## src/rtl/w_mem_read_sequencer.sv

```systemverilog
// Weight-region read sequencer: walks rows of the weight SRAM wrapper, repeats the
// region a programmed number of times and streams each row out through a 2-entry buffer.
module w_mem_read_sequencer #(
    parameter int unsigned DATA_WIDTH = 32,
    parameter int unsigned ADDR_WIDTH = 16,
    parameter int unsigned ADDR_STEP  = 4,
    parameter int unsigned ROWS_WIDTH = 12,
    parameter int unsigned REP_WIDTH  = 8
) (
    input  logic                  clk,
    input  logic                  reset,
    input  logic                  start,
    input  logic                  clear,
    input  logic [ADDR_WIDTH-1:0] cfg_base_addr,
    input  logic [ROWS_WIDTH-1:0] cfg_num_rows,
    input  logic [REP_WIDTH-1:0]  cfg_num_repeats,
    input  logic                  wr_busy,
    output logic                  rd_enable,
    output logic [ADDR_WIDTH-1:0] rd_addr,
    input  logic [DATA_WIDTH-1:0] rd_data,
    output logic [DATA_WIDTH-1:0] w_data,
    output logic                  w_valid,
    input  logic                  w_ready,
    output logic                  w_last_row,
    output logic                  w_last_all,
    output logic                  busy,
    output logic                  done
);

    typedef enum logic [1:0] {IDLE, ISSUE, DRAIN} state_t;

    state_t                state, state_nxt;
    logic [ADDR_WIDTH-1:0] base_q, addr_q;
    logic [ROWS_WIDTH-1:0] rows_q, row_cnt;
    logic [REP_WIDTH-1:0]  reps_q, rep_cnt;
    logic                  infl_q, infl_lr_q, infl_la_q;
    logic [DATA_WIDTH-1:0] ent_data [2];
    logic                  ent_lr   [2];
    logic                  ent_la   [2];
    logic                  head_q;
    logic [1:0]            occ_q, occ_nxt, fill;
    logic                  done_q, done_nxt;
    logic                  push, pop, zero_job;
    logic                  issue_last_row, issue_last_all;

    assign push           = infl_q;
    assign pop            = (occ_q != 2'd0) && w_ready;
    assign occ_nxt        = occ_q + {1'b0, push} - {1'b0, pop};
    // The entry leaving this cycle counts as free so back-to-back reads sustain one row per cycle.
    assign fill           = occ_q + {1'b0, infl_q} - {1'b0, pop};
    assign zero_job       = (cfg_num_rows == '0) || (cfg_num_repeats == '0);
    assign issue_last_row = (row_cnt == rows_q - ROWS_WIDTH'(1));
    assign issue_last_all = issue_last_row && (rep_cnt == reps_q - REP_WIDTH'(1));

    always_ff @(posedge clk or negedge reset) begin
        if (!reset) state <= IDLE;
        else        state <= state_nxt;
    end

    always_comb begin
        state_nxt = state;
        case (state)
            IDLE:    if (start && !zero_job) state_nxt = ISSUE;
            ISSUE:   if (rd_enable && issue_last_all) state_nxt = DRAIN;
            DRAIN:   if (!infl_q && occ_nxt == 2'd0) state_nxt = IDLE;
            default: state_nxt = IDLE;
        endcase
        if (clear) state_nxt = IDLE;
    end

    always_comb begin
        rd_enable = (state == ISSUE) && !wr_busy && (fill < 2'd2);
        rd_addr   = addr_q;
        done_nxt  = !clear && (((state == IDLE) && start && zero_job) ||
                               ((state == DRAIN) && !infl_q && occ_nxt == 2'd0));
    end

    always_ff @(posedge clk or negedge reset) begin
        if (!reset) begin
            base_q    <= '0;
            addr_q    <= '0;
            rows_q    <= '0;
            reps_q    <= '0;
            row_cnt   <= '0;
            rep_cnt   <= '0;
            infl_q    <= 1'b0;
            infl_lr_q <= 1'b0;
            infl_la_q <= 1'b0;
            head_q    <= 1'b0;
            occ_q     <= '0;
            done_q    <= 1'b0;
            for (int unsigned i = 0; i < 2; i++) begin
                ent_data[i] <= '0;
                ent_lr[i]   <= 1'b0;
                ent_la[i]   <= 1'b0;
            end
        end else if (clear) begin
            infl_q <= 1'b0;
            head_q <= 1'b0;
            occ_q  <= '0;
            done_q <= 1'b0;
        end else begin
            done_q <= done_nxt;
            if (state == IDLE && start) begin
                base_q  <= cfg_base_addr;
                addr_q  <= cfg_base_addr;
                rows_q  <= cfg_num_rows;
                reps_q  <= cfg_num_repeats;
                row_cnt <= '0;
                rep_cnt <= '0;
            end else if (rd_enable) begin
                if (issue_last_row) begin
                    row_cnt <= '0;
                    addr_q  <= base_q;
                    rep_cnt <= rep_cnt + REP_WIDTH'(1);
                end else begin
                    row_cnt <= row_cnt + ROWS_WIDTH'(1);
                    addr_q  <= addr_q + ADDR_WIDTH'(ADDR_STEP);
                end
            end
            infl_q    <= rd_enable;
            infl_lr_q <= issue_last_row;
            infl_la_q <= issue_last_all;
            if (push) begin
                ent_data[head_q ^ occ_q[0]] <= rd_data;
                ent_lr[head_q ^ occ_q[0]]   <= infl_lr_q;
                ent_la[head_q ^ occ_q[0]]   <= infl_la_q;
            end
            if (pop) head_q <= ~head_q;
            occ_q <= occ_nxt;
        end
    end

    assign w_data     = ent_data[head_q];
    assign w_last_row = ent_lr[head_q];
    assign w_last_all = ent_la[head_q];
    assign w_valid    = (occ_q != 2'd0);
    assign busy       = (state != IDLE);
    assign done       = done_q;

endmodule

```

## config.mk

```make
export PLATFORM = sky130hd
export DESIGN_NAME = w_mem_read_sequencer
export DESIGN_NICKNAME = d
export VERILOG_FILES = /design/src/rtl/w_mem_read_sequencer.sv
export SDC_FILE = /design/constraint.sdc
export NUM_CORES = 1
export LEC_CHECK = 0
export CORE_UTILIZATION = 50
export CTS_CLUSTER_SIZE = 16
export DETAILED_ROUTE_END_ITERATION = 8
export GPL_TIMING_DRIVEN = 1
export PLACE_DENSITY_LB_ADDON = 0.05
export SETUP_SLACK_MARGIN = 0.02
export SLEW_MARGIN = 25
export SYNTH_ARGS = -nofsm -noshare
export SYNTH_HDL_FRONTEND = slang
export SYNTH_SLANG_ARGS = --single-unit
```

## constraint.sdc

```tcl
create_clock -name clk -period 3.7 [get_ports clk]
set_input_delay 0.925 -clock clk [delete_from_list [all_inputs] [get_ports clk]]
set_output_delay 0.925 -clock clk [all_outputs]
set_load 0.005 [all_outputs]
```

Word level (Yosys, flattened, before mapping)
Cells that the tools add are included.
- bits in registers: 149
- input port bits: 74
- output and inout bits: 54
- logic and storage cells: 110
- $add $sub $neg: 7
- order comparisons: 4
- equality and inequality tests: 7
- mux-type cells: 35
- bitwise gates (word level): 5
- reduce and logical (&&, ||, !) cells: 33
- operator list (cell ; count):
    two-way mux 32 bit ; 4
    bitwise mux 64 bit ; 1
    two-way mux 16 bit ; 3
    two-way mux 12 bit ; 3
    demux 32 bit (select 1 bit) ; 1
    two-way mux 8 bit ; 3
    adder 16 x 3 -> 16 bit (second input constant) ; 1
    logical AND 1 bit ; 13
    adder 12 x 1 -> 12 bit (second input constant) ; 1
    equality test 12 bit ; 1
    zero test 12 bit ; 1
    subtractor 12 x 1 -> 12 bit (second input constant) ; 1
    two-way mux 1 bit ; 11
    two-way mux 2 bit ; 5
    nonzero test 2 bit ; 5
    inequality test 3 bit (second input constant) ; 3
    adder 8 x 1 -> 8 bit (second input constant) ; 1
    equality test 8 bit ; 1
    zero test 8 bit ; 1
    subtractor 8 x 1 -> 8 bit (second input constant) ; 1
    one-hot mux 2 bit (3 select lines) ; 1
    AND reduction 2 bit ; 3
    AND reduction 3 bit ; 2
    bitwise mux 2 bit ; 2
    14 further kinds ; 22

Logic depth before layout (Yosys ltp)
- word-level depth: 9
- depth in mapped cells: 12
- gate-level depth less buffers: 12

Worst setup path after synthesis
OpenSTA, ideal clock, no wires.
- path type: input to register
- start: input port w_ready
- end: register rep_cnt[3]
- setup time: 0.078 ns
- data arrival time: 3.192 ns
- data required time: 3.622 ns
- setup slack: 0.430 ns
- stages on the path: 10
- path buffers: 0
- cell sequence: and2_1 -> ha_1 -> inv_1 -> ha_1 -> xor3_1 -> or3_1 -> a21oi_1 -> nand2_1 -> a2111o_1 -> a21oi_1
- longest elaborated chain between the ends: 6
- ends and longest elaborated chain (what ; RTL line ; source):
    from (decl) ; 23 ; input logic w_ready,
    logical AND 1 bit ; 47 ; assign pop = (occ_q != 2'd0) && w_ready;
    subtractor 2 x 1 -> 2 bit ; 50 ; assign fill = occ_q + {1'b0, infl_q} - {1'b0, pop};
    less-than comparator 2 bit ; 72 ; rd_enable = (state == ISSUE) && !wr_busy && (fill < 2'd2);
    logical AND 1 bit ; 72 ;
    nonzero test 2 bit (no source line) ; - ;
    AND reduction 3 bit (no source line) ; - ;
    to (signal assigned) ; 115 ; rep_cnt <= rep_cnt + REP_WIDTH'(1);
    to (decl) ; 35 ; logic [REP_WIDTH-1:0] reps_q, rep_cnt;
Every way passes these cells.
A chain may end at the register's enable or synchronous reset.

Final worst setup path
- start: register occ_q[0]
- end: output port rd_enable
- longest elaborated chain between the ends: 5
- elaborated cells between the ends (all ways): 6
- those cells by class: add/sub: 2; order compare: 1; reduce/logical: 3
- ends and longest elaborated chain (what ; RTL line ; source):
    from (decl) ; 41 ; logic [1:0] occ_q, occ_nxt, fill;
    from (signal assigned) ; 130 ; occ_q <= occ_nxt;
    branches (longest 2 deep; another with adder 2 x 1 -> 2 bit) ; - ;
    subtractor 2 x 1 -> 2 bit * ; 50 ;
    less-than comparator 2 bit * ; 72 ;
    logical AND 1 bit * ; 72 ;
    to (decl) ; 18 ; output logic rd_enable,
Every way passes the cells marked *.

==> out/qor_table.md <==
| Quantity | Reported | Unit |
|:---|:---|:---|
| Outcome | finished clean | - |
| Area share of the largest cell type after synthesis | 49.63 | % |
| Final setup viols | 0 | - |
| Most frequent cell on the critical path | inv_1 | - |
| Number of buffers added to fix hold violations after cts | 0 | - |
| Worst-case clock skew | 0.006783 | ns |
| Final hold vios | 0 | - |
| Sequential cell area fraction in the yosys report | 49.63 | % |
| Worst-margin pin slew | 0.5918 | ns |
| Leakage component of the power | 4.429 | nW |
| RSZ-0062 raised after global routing | false | - |
| Period Utilization, post-route | 93.46 | % |
| Worst slew margin relative to its limit | 60.45 | % |
| Required time worst endpoint | 2.77 | ns |
| Total wire length after detailed routing | 17220 | um |
| Maximum operating frequency | 0.2892 | GHz |
| Switch share | 28.24 | % |
| # clock sinks | 149 | - |
| CTS tree | built | - |
| DIE HEIGHT | 124.6 | um |
| Die extent in x | 124.6 | um |
| Drt initial violations | 284 | - |
| Max-capacitance violation count | 0 | - |
| IO Port Bufs | 127 | - |
| Vias in the first global route | 5963 | - |
| Final Slew Violations | 0 | - |
| Placed cells | 1007 | - |
| Fraction of final layout cells sized beyond drive strength 1 | 20.19 | % |
| Async set-reset flop share out of synthesis | 100.0 | % |
| Core region area | 14590 | um^2 |
| Most common cell in the netlist | dfrtp_1 | - |
| Power density over the cells | 684.6 | nW/um^2 |
| Critical Path End Type | output port | - |
| Clock period minus worst slack | 3.458 | ns |
| Main area contributors after synthesis | dfrtp_1 50%, mux2_2 16%, nand2_1 6.3%, xnor2_1 2.8%, xor2_1 2.6% | - |
| Category of the most critical setup path | flop to output port | - |
| Count of distinct cell types in the synthesized netlist | 52 | - |
| Mean instance size in the synthesized netlist | 10.58 | um^2 |
| Total DRC errors in the routed layout | 0 | - |
| Gate count of the mapped netlist | 710 | - |
| Clock insertion delay at the later pin of the skew report | 0.42 | ns |
| Number of flops mapped to enable cells by yosys | 0 | - |
| Reg2Reg Setup Slack | 0.47 | ns |
| Total power of the final layout | 6.669 | mW |
| Syn Std Cell Area | 7513 | um^2 |
| Antenna Nets Post-Route | 0 | - |
| Cell internal power dissipation | 4.786 | mW |
| Most used flip-flop cell after synthesis | dfrtp_1 | - |
| Total number of vias | 5698 | - |
| Starting Density | 51.50 | % |
| Die area | 15520 | um^2 |
| Most frequent cells after synthesis | 149 x dfrtp_1, 126 x nand2_1, 104 x mux2_2 | - |
| Post-detailed-placement half-perimeter wirelength | 11750 | um |
| Maximum cell stage delay along the critical path | 0.41 | ns |
| Number of nets in the synthesized netlist | 791 | - |
| Std-Cell Rows | 44 | - |
| Cell taking the most area after synthesis | dfrtp_1 | - |
| First-pass GRT wire length | 29100 | um |
| Reg-to-reg endpoint | row_cnt[9]$_DFFE_PN0P_ | - |
| Ys Warns | 0 | - |
| Worst Setup EP | rd_enable | - |
| Maximum number of pins on one net before global-route repair | 101 | - |
| Number of buffers inserted during clock tree synthesis | 17 | - |
| Maximum number of buffers from clock root to sink | 2 | - |
| Switch Pwr | 1.883 | mW |
| Root Driver | clkbuf_16 | - |
| Slowest-stage cell, CP | dfrtp_1 | - |
| Final standard cell utilization of the core | 66.78 | % |
| Launch instance of the worst register-to-register path | occ_q[0]$_DFF_PN0_ | - |
| Post-placement cell area | 9082 | um^2 |
| Critical path origin | occ_q[0]$_DFF_PN0_ | - |
| Nets@finish | 926 | - |
| IO Count | 128 | - |
| Post-Layout Cell Count | 1041 | - |
| Area of all placed cells without fillers | 9742 | um^2 |
| Overflow left after global routing | 0 | - |
| Number of fillers in the final layout | 1128 | - |
| Number of cells on the worst reg-to-reg path | 15 | - |
| Pre-Repair DR Iteration Count | 5 | - |
| Synthesis-stage register bit count | 149 | - |
| Worst hold-check path type | input port to async pin | - |
| Maximum vdd ir drop | 374.4 | uV |
| Largest driver fanout on the critical path | 3 | - |
| Count of antenna diodes in the layout | 0 | - |
| Final estimated routing congestion in global placement | 0.8155 | - |
| Per-cell routed wire length | 16.54 | um |
| Data arrival at the endpoint of the critical path | 2.53 | ns |
| Initial antenna violation count | 0 | - |
| Clk network pwr share | 27.6 | % |
| Count of H-tree levels built during CTS | 4 | - |
| Layout area overhead | 29.66 | % |
| Total routing resource utilization after global routing | 23.14 | % |
| Relative contribution of sequential cells to total power | 37.9 | % |
| Startpoint type of the worst setup path | flop | - |
| Critical path, cell by cell | or2_2 -> and2_4 -> ha_1 -> inv_1 -> ha_2 -> xor3_1 -> or3_4 -> inv_1 -> buf_2 | - |
| Power share of the combinational group | 34.5 | % |
| Number of vias per cell | 5.474 | - |
| Clock-pin slew reported for the worst setup and hold paths after clock tree synthesis | 0.06 | ns |
-- metrics by stage --
stage	TNS (ns)	setup slack, ns	hold WS (ns)
global placement	-0.3430	-0.3351	0.4573
detailed placement	-0.8677	-0.3627	0.4642
finish	0	0.2421	0.4303
global route	0	0.1303	0.4629
CTS	0	0.05337	0.4417
floorplan	0	0.4302	0.4450
-- kinds of logic (layout without fill, tap and decap cells) --
family | count (synthesis) | after routing | share of synthesized area, %
xor gates and xnor gates | 47 | 47 | 5.678
DFF | 149 | 149 | 49.63
buffers and inverters | 58 | 205 | 3.264
AOI/OAI and AO/OA | 84 | 84 | 7.111
and+or+nand+nor | 243 | 243 | 15.17
adders and majority gates | 8 | 8 | 1.299
muxes | 121 | 121 | 17.85
-- metal layers --
metal,vias up,wire [um],share of wire (%),track usage (%)
li1,2737,-,-,-
met1,2817,7879,46,29.74
met2,127,8435,49,39.45
met3,17,695,4.0,4.553
met4,0,207,1.2,6.804
met5,-,0,0,0
-- layout by cell type, fill, tap and decap left out, types with 3 or more instances in the layout --
master / count
dfrtp_1: 149
nand2_1: 126
clkdlybuf4s50_1: 124
mux2_2: 104
o21ai_0: 30
nor2_1: 25
xnor2_1: 24
buf_4: 23
xor2_1: 22
inv_1: 21
nand3_1: 21
mux2i_1: 17
clkbuf_16: 17
nand2b_1: 12
a21oi_1: 12
a22oi_1: 12
and3_1: 11
nor4_1: 10
nand4_1: 8
o31ai_1: 7
ha_1: 6
nor3_1: 5
o22ai_1: 5
a31oi_1: 4
o2bb2ai_1: 4
bufinv_16: 4
nor3b_1: 3
and2_1: 3
or3_1: 3
buf_12: 3
-- how the worst min path moves through the flow --
stage | startpoint | end | slack, ns
after global placement | base_q[11]$_DFFE_PN0P_ | base_q[11]$_DFFE_PN0P_ | 0.46
after floorplan | base_q[10]$_DFFE_PN0P_ | base_q[10]$_DFFE_PN0P_ | 0.44
after CTS | reset | ent_data[2]$_DFFE_PN0P_ | 0.44
after global routing | reset | ent_data[2]$_DFFE_PN0P_ | 0.46
final | reset | ent_data[2]$_DFFE_PN0P_ | 0.43
after detailed placement | base_q[15]$_DFFE_PN0P_ | base_q[15]$_DFFE_PN0P_ | 0.46
-- power groups by stage --
stage	clock network, mW	registers [mW]	logic, mW
floorplan	0	2.42	1.31
CTS	1.87	2.53	2.32
finish	1.84	2.52	2.30
global placement	0	2.52	2.23
detailed placement	0	2.56	2.29
global route	1.94	2.60	2.50
-- critical path, delay by kind of cell (launching register included) --
family | cells | cell delay (ns)
simple gates | 3 | 0.84
fa+ha+maj | 2 | 0.44
flops | 1 | 0.41
buf+inv | 3 | 0.23
xor+xnor | 1 | 0.21
-- final cells by class --
| cell class | count | area (um^2) | share of cell area (%) |
|---|---|---|---|
| timing repair buffer | 153 | 1503 | 15.43 |
| multi-input combinational | 503 | 3572 | 36.67 |
| tap | 184 | 230.2 | 2.363 |
| clock inverter | 11 | 172.7 | 1.772 |
| inverter | 21 | 78.83 | 0.8091 |
| clock buffer | 20 | 456.7 | 4.688 |
| sequential | 149 | 3729 | 38.27 |
-- flip-flops by register name, indices dropped and copies added (netlist names) --
register and cells:
ent_la 2, infl_la_q 1, rows_q 12, rep_cnt 8
reps_q 8, occ_q 2, infl_q 1, state 2
rd_addr 16, done 1, row_cnt 12, ent_lr 2
ent_data 64, head_q 1, infl_lr_q 1, base_q 16
-- repair_timing --
item / CTS / global route
setup endpoints to repair: 1 / 1
setup buffers: 2 / 1
pin swaps: 1 / 2
resized for setup: 6 / 2
Power figures use the tool's default switching activity.
